===== src/rtl/chan_mux_rr.sv =====
// chan_mux_rr
//   Registered N-channel, W-bit multiplexer with per-channel valid/ready.
//   It replaces the old externally selected 4:1 mux. Internal arbitration
//   chooses one requesting channel per cycle, by fixed priority or
//   round-robin. The chosen word goes into a single output register that
//   feeds one shared consumer.
//
// Parameters
//   NUM_CH : number of input channels (2..16)
//   WIDTH  : data width per channel
//   SEL_W  : channel index width, 2**SEL_W >= NUM_CH
//   MODE   : 0 = fixed priority (lowest index wins), 1 = round-robin
//
// Ports
//   clk       : rising-edge clock
//   reset_n   : synchronous active-low reset
//   in_data   : packed channel data, channel i at [i*WIDTH +: WIDTH]
//   in_valid  : per-channel request
//   in_ready  : per-channel accept (combinational, at most one bit set)
//   out_data  : registered selected data
//   out_valid : registered output valid
//   out_ready : consumer accept
//   out_ch    : registered index of the channel held in out_data
//   force_en  : (CHAN_MUX_FORCE_SEL_EN only) restrict grant to force_sel
//   force_sel : (CHAN_MUX_FORCE_SEL_EN only) the only eligible channel
//
// Optional feature macro: CHAN_MUX_FORCE_SEL_EN

module chan_mux_rr #(
  parameter int NUM_CH = 4,
  parameter int WIDTH  = 8,
  parameter int SEL_W  = 2,
  parameter int MODE   = 1
) (
  input  logic                    clk,
  input  logic                    reset_n,
  input  logic [NUM_CH*WIDTH-1:0] in_data,
  input  logic [NUM_CH-1:0]       in_valid,
  output logic [NUM_CH-1:0]       in_ready,
  output logic [WIDTH-1:0]        out_data,
  output logic                    out_valid,
  input  logic                    out_ready,
`ifdef CHAN_MUX_FORCE_SEL_EN
  input  logic                    force_en,
  input  logic [SEL_W-1:0]        force_sel,
`endif
  output logic [SEL_W-1:0]        out_ch
);

  logic [SEL_W-1:0]  last_ptr;
  logic [NUM_CH-1:0] eligible;
  logic [NUM_CH-1:0] grant;
  logic              grant_any;
  logic [SEL_W-1:0]  grant_idx;
  logic [WIDTH-1:0]  grant_data;
  logic              load;

  // The output register can take a new word when it is empty or is being
  // drained on this same edge.
  assign load = !out_valid || out_ready;

  // A forced select narrows the candidates to a single channel. An index at
  // or above NUM_CH matches nothing, so no grant is made.
  always_comb begin
    eligible = '0;
    for (int i = 0; i < NUM_CH; i++) begin
`ifdef CHAN_MUX_FORCE_SEL_EN
      eligible[i] = in_valid[i] && (!force_en || (force_sel == SEL_W'(i)));
`else
      eligible[i] = in_valid[i];
`endif
    end
  end

  // Round-robin works in two passes. The first pass looks only at indices
  // above last_ptr. If that finds nothing, the second pass takes the lowest
  // eligible index, which gives the wrap-around. Fixed priority uses only
  // the second pass.
  always_comb begin
    grant      = '0;
    grant_any  = 1'b0;
    grant_idx  = '0;
    grant_data = '0;
    if (MODE == 1) begin
      for (int i = 0; i < NUM_CH; i++) begin
        if (!grant_any && eligible[i] && (SEL_W'(i) > last_ptr)) begin
          grant_any  = 1'b1;
          grant_idx  = SEL_W'(i);
          grant[i]   = 1'b1;
          grant_data = in_data[i*WIDTH +: WIDTH];
        end
      end
    end
    for (int i = 0; i < NUM_CH; i++) begin
      if (!grant_any && eligible[i]) begin
        grant_any  = 1'b1;
        grant_idx  = SEL_W'(i);
        grant[i]   = 1'b1;
        grant_data = in_data[i*WIDTH +: WIDTH];
      end
    end
  end

  assign in_ready = grant & {NUM_CH{load && reset_n}};

  // When a grant is accepted, the new word overwrites the register, which
  // covers simultaneous drain and refill. Without an accept, a drained word
  // only clears valid, so out_data and out_ch keep their old values.
  always_ff @(posedge clk) begin
    if (!reset_n) begin
      out_valid <= 1'b0;
      out_data  <= '0;
      out_ch    <= '0;
      last_ptr  <= SEL_W'(NUM_CH - 1);
    end else begin
      if (grant_any && load) begin
        out_valid <= 1'b1;
        out_data  <= grant_data;
        out_ch    <= grant_idx;
        if (MODE == 1) begin
          last_ptr <= grant_idx;
        end
      end else if (out_valid && out_ready) begin
        out_valid <= 1'b0;
      end
    end
  end

endmodule


===== config.mk =====
export PLATFORM = sky130hd
export DESIGN_NAME = chan_mux_rr
export DESIGN_NICKNAME = d
export VERILOG_FILES = /design/src/rtl/chan_mux_rr.sv
export SDC_FILE = /design/constraint.sdc
export NUM_CORES = 1
export LEC_CHECK = 0
export ABC_AREA = 1
export BUFFER_PORTS_ARGS = -buffer_cell sky130_fd_sc_hd__buf_4
export CAP_MARGIN = 20
export CORE_UTILIZATION = 41
export DETAILED_ROUTE_END_ITERATION = 8
export HOLD_SLACK_MARGIN = 0.15
export PLACE_DENSITY = 0.75
export SLEW_MARGIN = 20
export SYNTH_ARGS = -nofsm -noshare
export SYNTH_HDL_FRONTEND = slang
export SYNTH_SLANG_ARGS = --single-unit

===== constraint.sdc =====
create_clock -name clk -period 3.51 [get_ports clk]
set_clock_uncertainty 0.1 [all_clocks]
set_input_delay 0.702 -clock clk [delete_from_list [all_inputs] [get_ports clk]]
set_output_delay 0.702 -clock clk [all_outputs]
set_load 0.01 [all_outputs]

==> results of run 1 <==
==> synthesized netlist by cell type <==
| library cell | n | area (um2) |
|---|---|---|
| inv_1 | 33 | 124 |
| nor2_2 | 9 | 56.3 |
| a21oi_1 | 4 | 20.0 |
| nor2_8 | 1 | 20.0 |
| nand4_4 | 2 | 42.5 |
| buf_6 | 3 | 33.8 |
| a21oi_2 | 10 | 87.6 |
| nand3_1 | 10 | 50.1 |
| nand2_1 | 62 | 233 |
| nor2_1 | 42 | 158 |
| dfxtp_1 | 13 | 260 |
| nand4_2 | 2 | 25.0 |
| nor3b_1 | 1 | 7.51 |
| nand2_8 | 1 | 20.0 |
| nand2_2 | 4 | 25.0 |
| buf_12 | 1 | 20.0 |
| clkbuf_1 | 1 | 3.75 |
| inv_2 | 3 | 11.3 |
| nand2_4 | 2 | 22.5 |
| nand3_4 | 1 | 17.5 |
| clkbuf_4 | 1 | 7.51 |
| o21ai_0 | 1 | 5.00 |
| nand4_1 | 16 | 100 |
| buf_4 | 2 | 15.0 |
| o211ai_2 | 1 | 12.5 |
| buf_2 | 2 | 10.0 |
==> sequential cells by signal, indices dropped and copies added (netlist names) <==
register   cells
last_ptr       2
out_data       8
out_ch         2
out_valid      1
==> worst max-delay path, delay by kind of cell <==
| kind | cells | cell delay [ps] |
|---|---|---|
| compound gates | 1 | 220 |
| simple gates | 4 | 930 |
| buf+inv | 2 | 280 |
==> layer usage <==
layer,share of wire (%),GRT usage (%),vias to the layer above
met5,0,0,-
met3,4.9,1.52,4
met4,1.1,7.97,0
met2,45,31.2,53
li1,-,-,805
met1,49,29.6,631
==> cell families (layout without fill, tap and decap cells) <==
kind of cell           Yosys count  after routing  synth area share [%]
and+or+nand+nor                153            153                  56.0
DFF                             13             13                  18.8
buffers and inverters           46             94                  16.2
AOI/OAI and AO/OA               16             16                  9.02
==> report_power, final <==
part           total [mW]  switching [mW]  internal (mW)
Clock              0.0883          0.0462         0.0422
Sequential          0.175         0.00918          0.166
Combinational       0.252           0.144          0.109
Total               0.515           0.199          0.316
==> area by class of cell <==
| cell class | count | area share, % |
|---|---|---|
| inverters | 36 | 7.57 |
| repair buffers | 54 | 22.7 |
| well taps | 44 | 3.08 |
| multi-input cells | 169 | 50.5 |
| clock buffers | 3 | 1.26 |
| flip-flops and latches | 13 | 14.6 |
| clock inverters | 1 | 0.280 |
==> path summary, 6_finish.rpt <==
kind | startpoint | endpoint | slack [ps] | depth (start not counted)
setup / recovery | in_valid[1] | in_ready[3] | 580 | 7
hold / removal | out_ch[0]$_SDFFE_PN0P_ | out_ch[0]$_SDFFE_PN0P_ | 380 | 2
setup reg to reg | last_ptr[0]$_SDFFE_PN1P_ | last_ptr[1]$_SDFFE_PN1P_ | 1520 | 9
hold reg to reg | out_ch[0]$_SDFFE_PN0P_ | out_ch[0]$_SDFFE_PN0P_ | 380 | 2
==> results.ini, run 1 <==
[worst_hold_path]
hp-class=flop to flop

[setup_path]
path_cells=buf_4 -> nand2_2 -> nand3_4 -> nor2_8 -> nand4_4 -> a21oi_1 -> buf_4
crit_path_frequent_cell=buf_4
endpoint_kind=output pin
critPathRequiredTime_ps=2710
crit_type=input port to output pin
slowest_stage=nand4_4
crit_fanout=19
max_stage_delay_ps=300
cp.arrival_ps=2130
startpoint_type=input port

[power]
p_leak_nw=0.995
p_per_area_nw_per_um2=289
peakVddDrop_mv=0.146
p_total_mw=0.515

[route]
drc_errors=0
vias_per_cell=4.67
avgRoutedWirePerCell_um=10.6
vias=1493
wirelength_mm=3.39
firstDrtPassIters=4
antenna_left=0
drtIter0Drc=76

[clock_network]
cts_buffers=3
cts_post_setup_buffers_inserted=0
clock_latency_ps=270
clock_sink_count=13
cts.path.max_buffers=2
postCtsResizedCells=0
clk_pin_slew_ps=80
cts_tree=yes
cts_root_buffer=clkbuf_4
htreeDepth=1
ctsHoldBuffers=0

[grt]
grt_start_max_net_pins=21
first_global_vias=1259
antenna_found_initial=0
grt_usage_pct=20.5
grt_pass1_wl_mm=5.59
grt.overflow.total=0

[die]
die_x_um=60.2
core_area_um2=3130
row_count=20
ioPinCount=54
fp.dieH_um=60.2
die_area_um2=3620
initial_core_util_pct=44.4

[logic_synthesis]
syn_area_um2=1390
synth.distinct_cells=26
ys_ff_latch=13
ys_seq_area_share_pct=18.8
yosys_warnings=0
syn_nets=267
synthCells=228
avgSynthCellArea_um2=6.09

[cells_and_area]
instances_no_fill=320
fin_nets=316
multi_input_area_um2=902
fillCellCount=339
final_cell_mix=nand2_1, buf_4, nor2_1, inv_1, nand4_1
final_common_cell=nand2_1
antennaDiodeCount=0
drive_above_1_share_pct=34.1
area_growth_pct=28.7
finish.utilization_pct=57.1
regArea_um2=260
design_area_um2=1790

[placement]
dp_cells=316
dpl.hpwl_mm=2.76
portBuffers=53
placed_cell_area_um2=1760
routabilityCongestion=0.837
pre_cts_ws_ps=588

[sta]
worst_slack_ps=582
rsz0062_at_grt=no
finalSetupViolations=0
tns_ps=0
maxSlewViolCount=0
min_period_ps=2930
tightest_slew_ps=494
min_period_over_period_pct=83.4
finalHoldViolCount=0
slew_headroom_pct=67.0
fmax_mhz=341
holdWs_ps=379

[flow_run]
cap_viol_max_count=0

[run_status]
status=finished clean

Power figures use the tool's default switching activity.
==> run 2: changes to the inputs <==
--- a/config.mk
+++ b/config.mk
@@ -5,13 +5,13 @@
 export SDC_FILE = /design/constraint.sdc
 export NUM_CORES = 1
 export LEC_CHECK = 0
-export ABC_AREA = 1
+export ABC_AREA = 0
 export BUFFER_PORTS_ARGS = -buffer_cell sky130_fd_sc_hd__buf_4
 export CAP_MARGIN = 20
 export CORE_UTILIZATION = 41
 export DETAILED_ROUTE_END_ITERATION = 8
 export HOLD_SLACK_MARGIN = 0.15
-export PLACE_DENSITY = 0.75
+export PLACE_DENSITY = 0.78
 export SLEW_MARGIN = 20
 export SYNTH_ARGS = -nofsm -noshare
 export SYNTH_HDL_FRONTEND = slang
==> constraint.sdc (replaced) <==
create_clock -name clk -period 2.8 [get_ports clk]
set_clock_uncertainty 0.1 [all_clocks]
set_input_delay 0.56 -clock clk [delete_from_list [all_inputs] [get_ports clk]]
set_output_delay 0.56 -clock clk [all_outputs]
set_load 0.01 [all_outputs]
==> run 2 against run 1 <==
Effect of this change:
- clock-buffer cell count is 1 higher
- register-to-register slack worse by 930 ps
- cell count is 26% lower
- first-iteration DRC count is 41% lower
- die area is 16% lower
- sequential share of layout area is 1.7 points higher
- sequential power is 33% higher
- sequential cell count stayed put
- setup slack worse by 360 ps
- combinational power is 6% higher
- synthesized area is 17% lower
- worst hold slack better by 7.3 ps
==> results.ini, run 2 <==
[clock_network]
ctsHoldBuffers=0
cts.path.max_buffers=2
clock_latency_ps=290
cts_buffers=3
cts_tree=yes
cts_root_buffer=clkbuf_4
htreeDepth=1
cts_post_setup_buffers_inserted=0
clock_sink_count=13
clk_pin_slew_ps=90
postCtsResizedCells=0

[logic_synthesis]
avgSynthCellArea_um2=7.43
syn_nets=195
synth_xor_area_share_pct=0
ys_ff_latch=13
synth.distinct_cells=34
synth_flop_cell=dfxtp_1
synthSimpleGateAreaFrac_pct=24.8
yosys.area.top_type_share_pct=22.5
synth-adder-area-share_pct=0
yosys_warnings=0
synth_common_cells=nand2_1, a21oi_1, dfxtp_1, o21ai_0
synth_top_family_by_area=compound AO/OA/AOI/OAI gates
ys_seq_area_share_pct=22.5
synth_compound_area_share_pct=47.7
synthMostInstantiatedCell=nand2_1
syn_area_um2=1160
synth_mux_area_share_pct=0
synth.area.top_cells=dfxtp_1, a221o_1, nand2_1
synthCells=156
synth_enable_flop_cells=0
synthArstFlopShare_pct=0
yosysTopAreaCell=dfxtp_1

[cells_and_area]
finish.utilization_pct=62.2
fillCellCount=250
final_common_cell=buf_4
top_regs=out_data (8), last_ptr (2), out_ch (2)
top_register=out_data
area_growth_pct=37.8
largest_reg_flops=8
fin_nets=246
final_cell_mix=buf_4, nand2_1, a21oi_1, o21ai_0, dfxtp_1
instances_no_fill=236
drive_above_1_share_pct=32.5
antennaDiodeCount=0

[die]
row_count=18
die_area_um2=3040
fp.dieH_um=55.2
core_area_um2=2570
initial_core_util_pct=45.1
ioPinCount=54
die_x_um=55.2

[route]
drtIter0Drc=45
avgRoutedWirePerCell_um=16.6
vias_per_cell=6.16
firstDrtPassIters=4
antenna_left=0
top_layer=met4
wl_met2_mm=1.93
met3_length_um=341
wirelength_mm=3.92
met1_length_mm=1.62
drc_errors=0
vias=1453

[sta]
tns_ps=0
fmax_mhz=388
slew_headroom_pct=30.0
finalHoldViolCount=0
min_period_over_period_pct=92.1
finalSetupViolations=0
rsz0062_at_grt=no
maxSlewViolCount=0
worst_slack_ps=221
min_period_ps=2580
tightest_slew_ps=1040

[placement]
pre_cts_ws_ps=387
portBuffers=53
dp_cells=232
dpl.hpwl_mm=2.88
routabilityCongestion=0.795

[setup_path]
path_cells=inv_1 -> a21oi_1 -> o211ai_1 -> nor2_1 -> buf_4
startpoint=last_ptr[1]$_SDFFE_PN1P_
path_buf_inv=2
startpoint_type=flop
reg2reg_from=last_ptr[1]$_SDFFE_PN1P_
crit_fanout=16
critPathRequiredTime_ps=2140
crit_type=flop to output pin
endpoint_kind=output pin
max_stage_delay_ps=680
crit_family=flip-flops
slowest_stage=dfxtp_1
cp.arrival_ps=1920

[run_status]
status=finished clean

[grt]
grt_usage_pct=27.5
grt_pass1_wl_mm=5.94
antenna_found_initial=0
grt_start_max_net_pins=18
first_global_vias=1392
grt.overflow.total=0

[power]
p_total_mw=0.628
peakVddDrop_mv=0.295
p_leak_nw=0.669
p_per_area_nw_per_um2=393

[flow_run]
cap_viol_max_count=0

[worst_hold_path]
hp-class=input port to flop
hp-start=reset_n

run 2: cell types whose count changed after synthesis, sizes merged, moves of 8 or more:
cell / before / now
a221o: 0 / 8
o21a: 0 / 9
a22oi: 0 / 8
nand4: 20 / 1
o211ai: 1 / 9
o21ai: 1 / 13
inv: 36 / 3
and2: 0 / 9
a211oi: 0 / 8
nor2: 52 / 9
nand3: 11 / 0
nand2: 69 / 18
run 2: per-stage QoR:
stage,hold WS (ps),area (um2)
finish,386,1600
global route,382,1600
CTS,387,1600
detailed placement,393,1570
global placement,373,1570
floorplan,421,1160
run 2: worst paths after layout:
kind	to	slack, ps	cells past startpoint
setup / recovery	in_ready[0]	220	5
hold / removal	last_ptr[1]$_SDFFE_PN1P_	390	2
setup reg to reg	last_ptr[0]$_SDFFE_PN1P_	590	4
hold reg to reg	out_data[7]$_SDFFE_PN0P_	410	2
run 2: logic make-up after synthesis:
logic type             count (synthesis)
AOI/OAI and AO/OA                     75
buffers and inverters                 13
DFF                                   13
and+or+nand+nor                       55
run 2: cell type report:
type | instances | area, um2 | share of cell area [%]
sequential | 13 | 260 | 16.3
inverter | 3 | 11.3 | 0.705
clock buffer | 4 | 26.3 | 1.65
tap | 30 | 37.5 | 2.35
multi-input combinational | 130 | 841 | 52.7
timing repair buffer | 56 | 420 | 26.3
run 2: routing by layer:
metal | GRT usage (%) | up-vias
li1 | - | 702
met1 | 30.0 | 660
met2 | 50.4 | 81
met3 | 7.10 | 10
met4 | 10.0 | 0
met5 | 0 | -
run 2: power by group:
| part | switching [mW] | internal [mW] | total (mW) | leakage [nW] |
|---|---|---|---|---|
| logic | 0.135 | 0.132 | 0.267 | 0.547 |
| registers | 0.0237 | 0.209 | 0.232 | 0.108 |
| clock network | 0.0730 | 0.0555 | 0.129 | 0.0150 |
| total | 0.232 | 0.396 | 0.628 | 0.669 |
==> run 3: changes to the inputs <==
--- a/config.mk
+++ b/config.mk
@@ -12,6 +12,7 @@
 export DETAILED_ROUTE_END_ITERATION = 8
 export HOLD_SLACK_MARGIN = 0.15
 export PLACE_DENSITY = 0.78
+export RECOVER_POWER = 25
 export SLEW_MARGIN = 20
 export SYNTH_ARGS = -nofsm -noshare
 export SYNTH_HDL_FRONTEND = slang
==> run 3 against run 2 <==
Effect of this change:
- wire length fell by 1.3%
- power fell by 1.9%
- combinational power fell by 4%
- clock-buffer cell count did not move
- global-route usage did not move
- fmax fell by 0.96%
- sequential cell count did not move
- worst hold slack barely moved
==> results.ini, run 3 (synthesis results as in run 2) <==
[clock_network]
cts_post_setup_buffers_inserted=0
cts_buffers=3
cts_root_buffer=clkbuf_4
clock_sink_count=13
clk_pin_slew_ps=90
htreeDepth=1
clock_latency_ps=290
postCtsResizedCells=0
cts_tree=yes
cts.path.max_buffers=2
ctsHoldBuffers=0

[placement]
dp_cells=232
placed_cell_area_um2=1570
portBuffers=53
routabilityCongestion=0.795
dpl.hpwl_mm=2.88

[setup_path]
path_buf_inv=2
startpoint_type=input port
max_stage_delay_ps=510
crit_type=input port to output pin
cp.arrival_ps=1940
critPathRequiredTime_ps=2140
reg2reg_depth=4
crit_family=simple AND/OR/NAND/NOR gates
path_depth=6
slowest_stage=or3b_4
endpoint_kind=output pin
crit_fanout=17
path_cells=clkbuf_1 -> or3b_4 -> a311oi_4 -> a21oi_2 -> nor2_1 -> buf_4

[sta]
tns_ps=0
rsz0062_at_grt=no
min_period_over_period_pct=93.0
finalHoldViolCount=0
slew_headroom_pct=29.6
tightest_slew_ps=1050
maxSlewViolCount=0
holdWs_ps=386
min_period_ps=2600
finalSetupViolations=0
fmax_mhz=384

[cells_and_area]
final_cell_mix=buf_4, nand2_1, a21oi_1, o21ai_0, dfxtp_1
fin_nets=246
antennaDiodeCount=0
final_common_cell=buf_4
drive_above_1_share_pct=29.1
top_register=out_data
finish.utilization_pct=61.2
instances_no_fill=236
area_growth_pct=35.5
largest_reg_flops=8
fillCellCount=261
design_area_um2=1570
top_regs=out_data (8), last_ptr (2), out_ch (2)

[die]
row_count=18
fp.dieH_um=55.2
die_area_um2=3040
core_area_um2=2570
ioPinCount=54
initial_core_util_pct=45.1
die_x_um=55.2

[run_status]
status=finished clean

[worst_hold_path]
hp-class=input port to flop
min_path_cells=2

[power]
p_leak_nw=0.642
peakVddDrop_mv=0.296
p_per_area_nw_per_um2=392
p_comb_share_pct=41.6
sw_frac_of_total_pct=37.3
switchingPower_mw=0.230
clkPwrFrac_pct=20.8
cell_internal_pwr_mw=0.386
p_seq_share_pct=37.6

[route]
drtIter0Drc=51
firstDrtPassIters=4
antenna_left=0
wirelength_mm=3.87
vias=1459
avgRoutedWirePerCell_um=16.4
drc_errors=0
vias_per_cell=6.18

[grt]
grt_usage_pct=27.5
antenna_found_initial=0
grt.overflow.total=0
grt_pass1_wl_mm=5.94
grt_start_max_net_pins=18
first_global_vias=1392

[flow_run]
cap_viol_max_count=0

run 3: changes by cell type in the layout (fill, tap and decap cells not counted):
cell      change
buf_4         -7
clkbuf_1      +7
run 3: layer usage:
layer  global-route usage [%]  up-vias  routed length (um)  share of wire [%]
met5                        0        -                   0                  0
met4                     10.0        0                  18               0.47
met3                     7.10        4                 353                9.1
met2                     50.4       92                1920                 50
met1                     30.0      662                1580                 41
li1                         -      701                   -                  -
run 3: final cells by class:
class                      count  area [um2]  area share, %
multi-input combinational    130         841           53.5
sequential                    13         260           16.6
clock buffer                   4        26.3           1.67
tap                           30        37.5           2.39
inverter                       3        11.3          0.717
timing repair buffer          56         394           25.1
run 3: power groups by stage:
stage               sequential (mW)  combinational (mW)  clock, mW
CTS                           0.231               0.264      0.129
global route                  0.236               0.280      0.136
finish                        0.232               0.257      0.128
floorplan                     0.235               0.148          0
global placement              0.233               0.254          0
detailed placement            0.236               0.263          0
run 3: path summary, 6_finish.rpt:
kind | from | end | slack [ps]
worst max-delay path | in_valid[2] | in_ready[1] | 200
worst min-delay path | reset_n | last_ptr[1]$_SDFFE_PN1P_ | 390
worst max register to register | last_ptr[1]$_SDFFE_PN1P_ | last_ptr[0]$_SDFFE_PN1P_ | 600
worst min register to register | out_data[7]$_SDFFE_PN0P_ | out_data[7]$_SDFFE_PN0P_ | 410
run 3: metrics by stage:
step                power, mW  setup slack, ps
floorplan               0.383              367
global placement        0.487              416
detailed placement      0.499              387
CTS                     0.625              246
global route            0.652             94.6
finish                  0.616              196
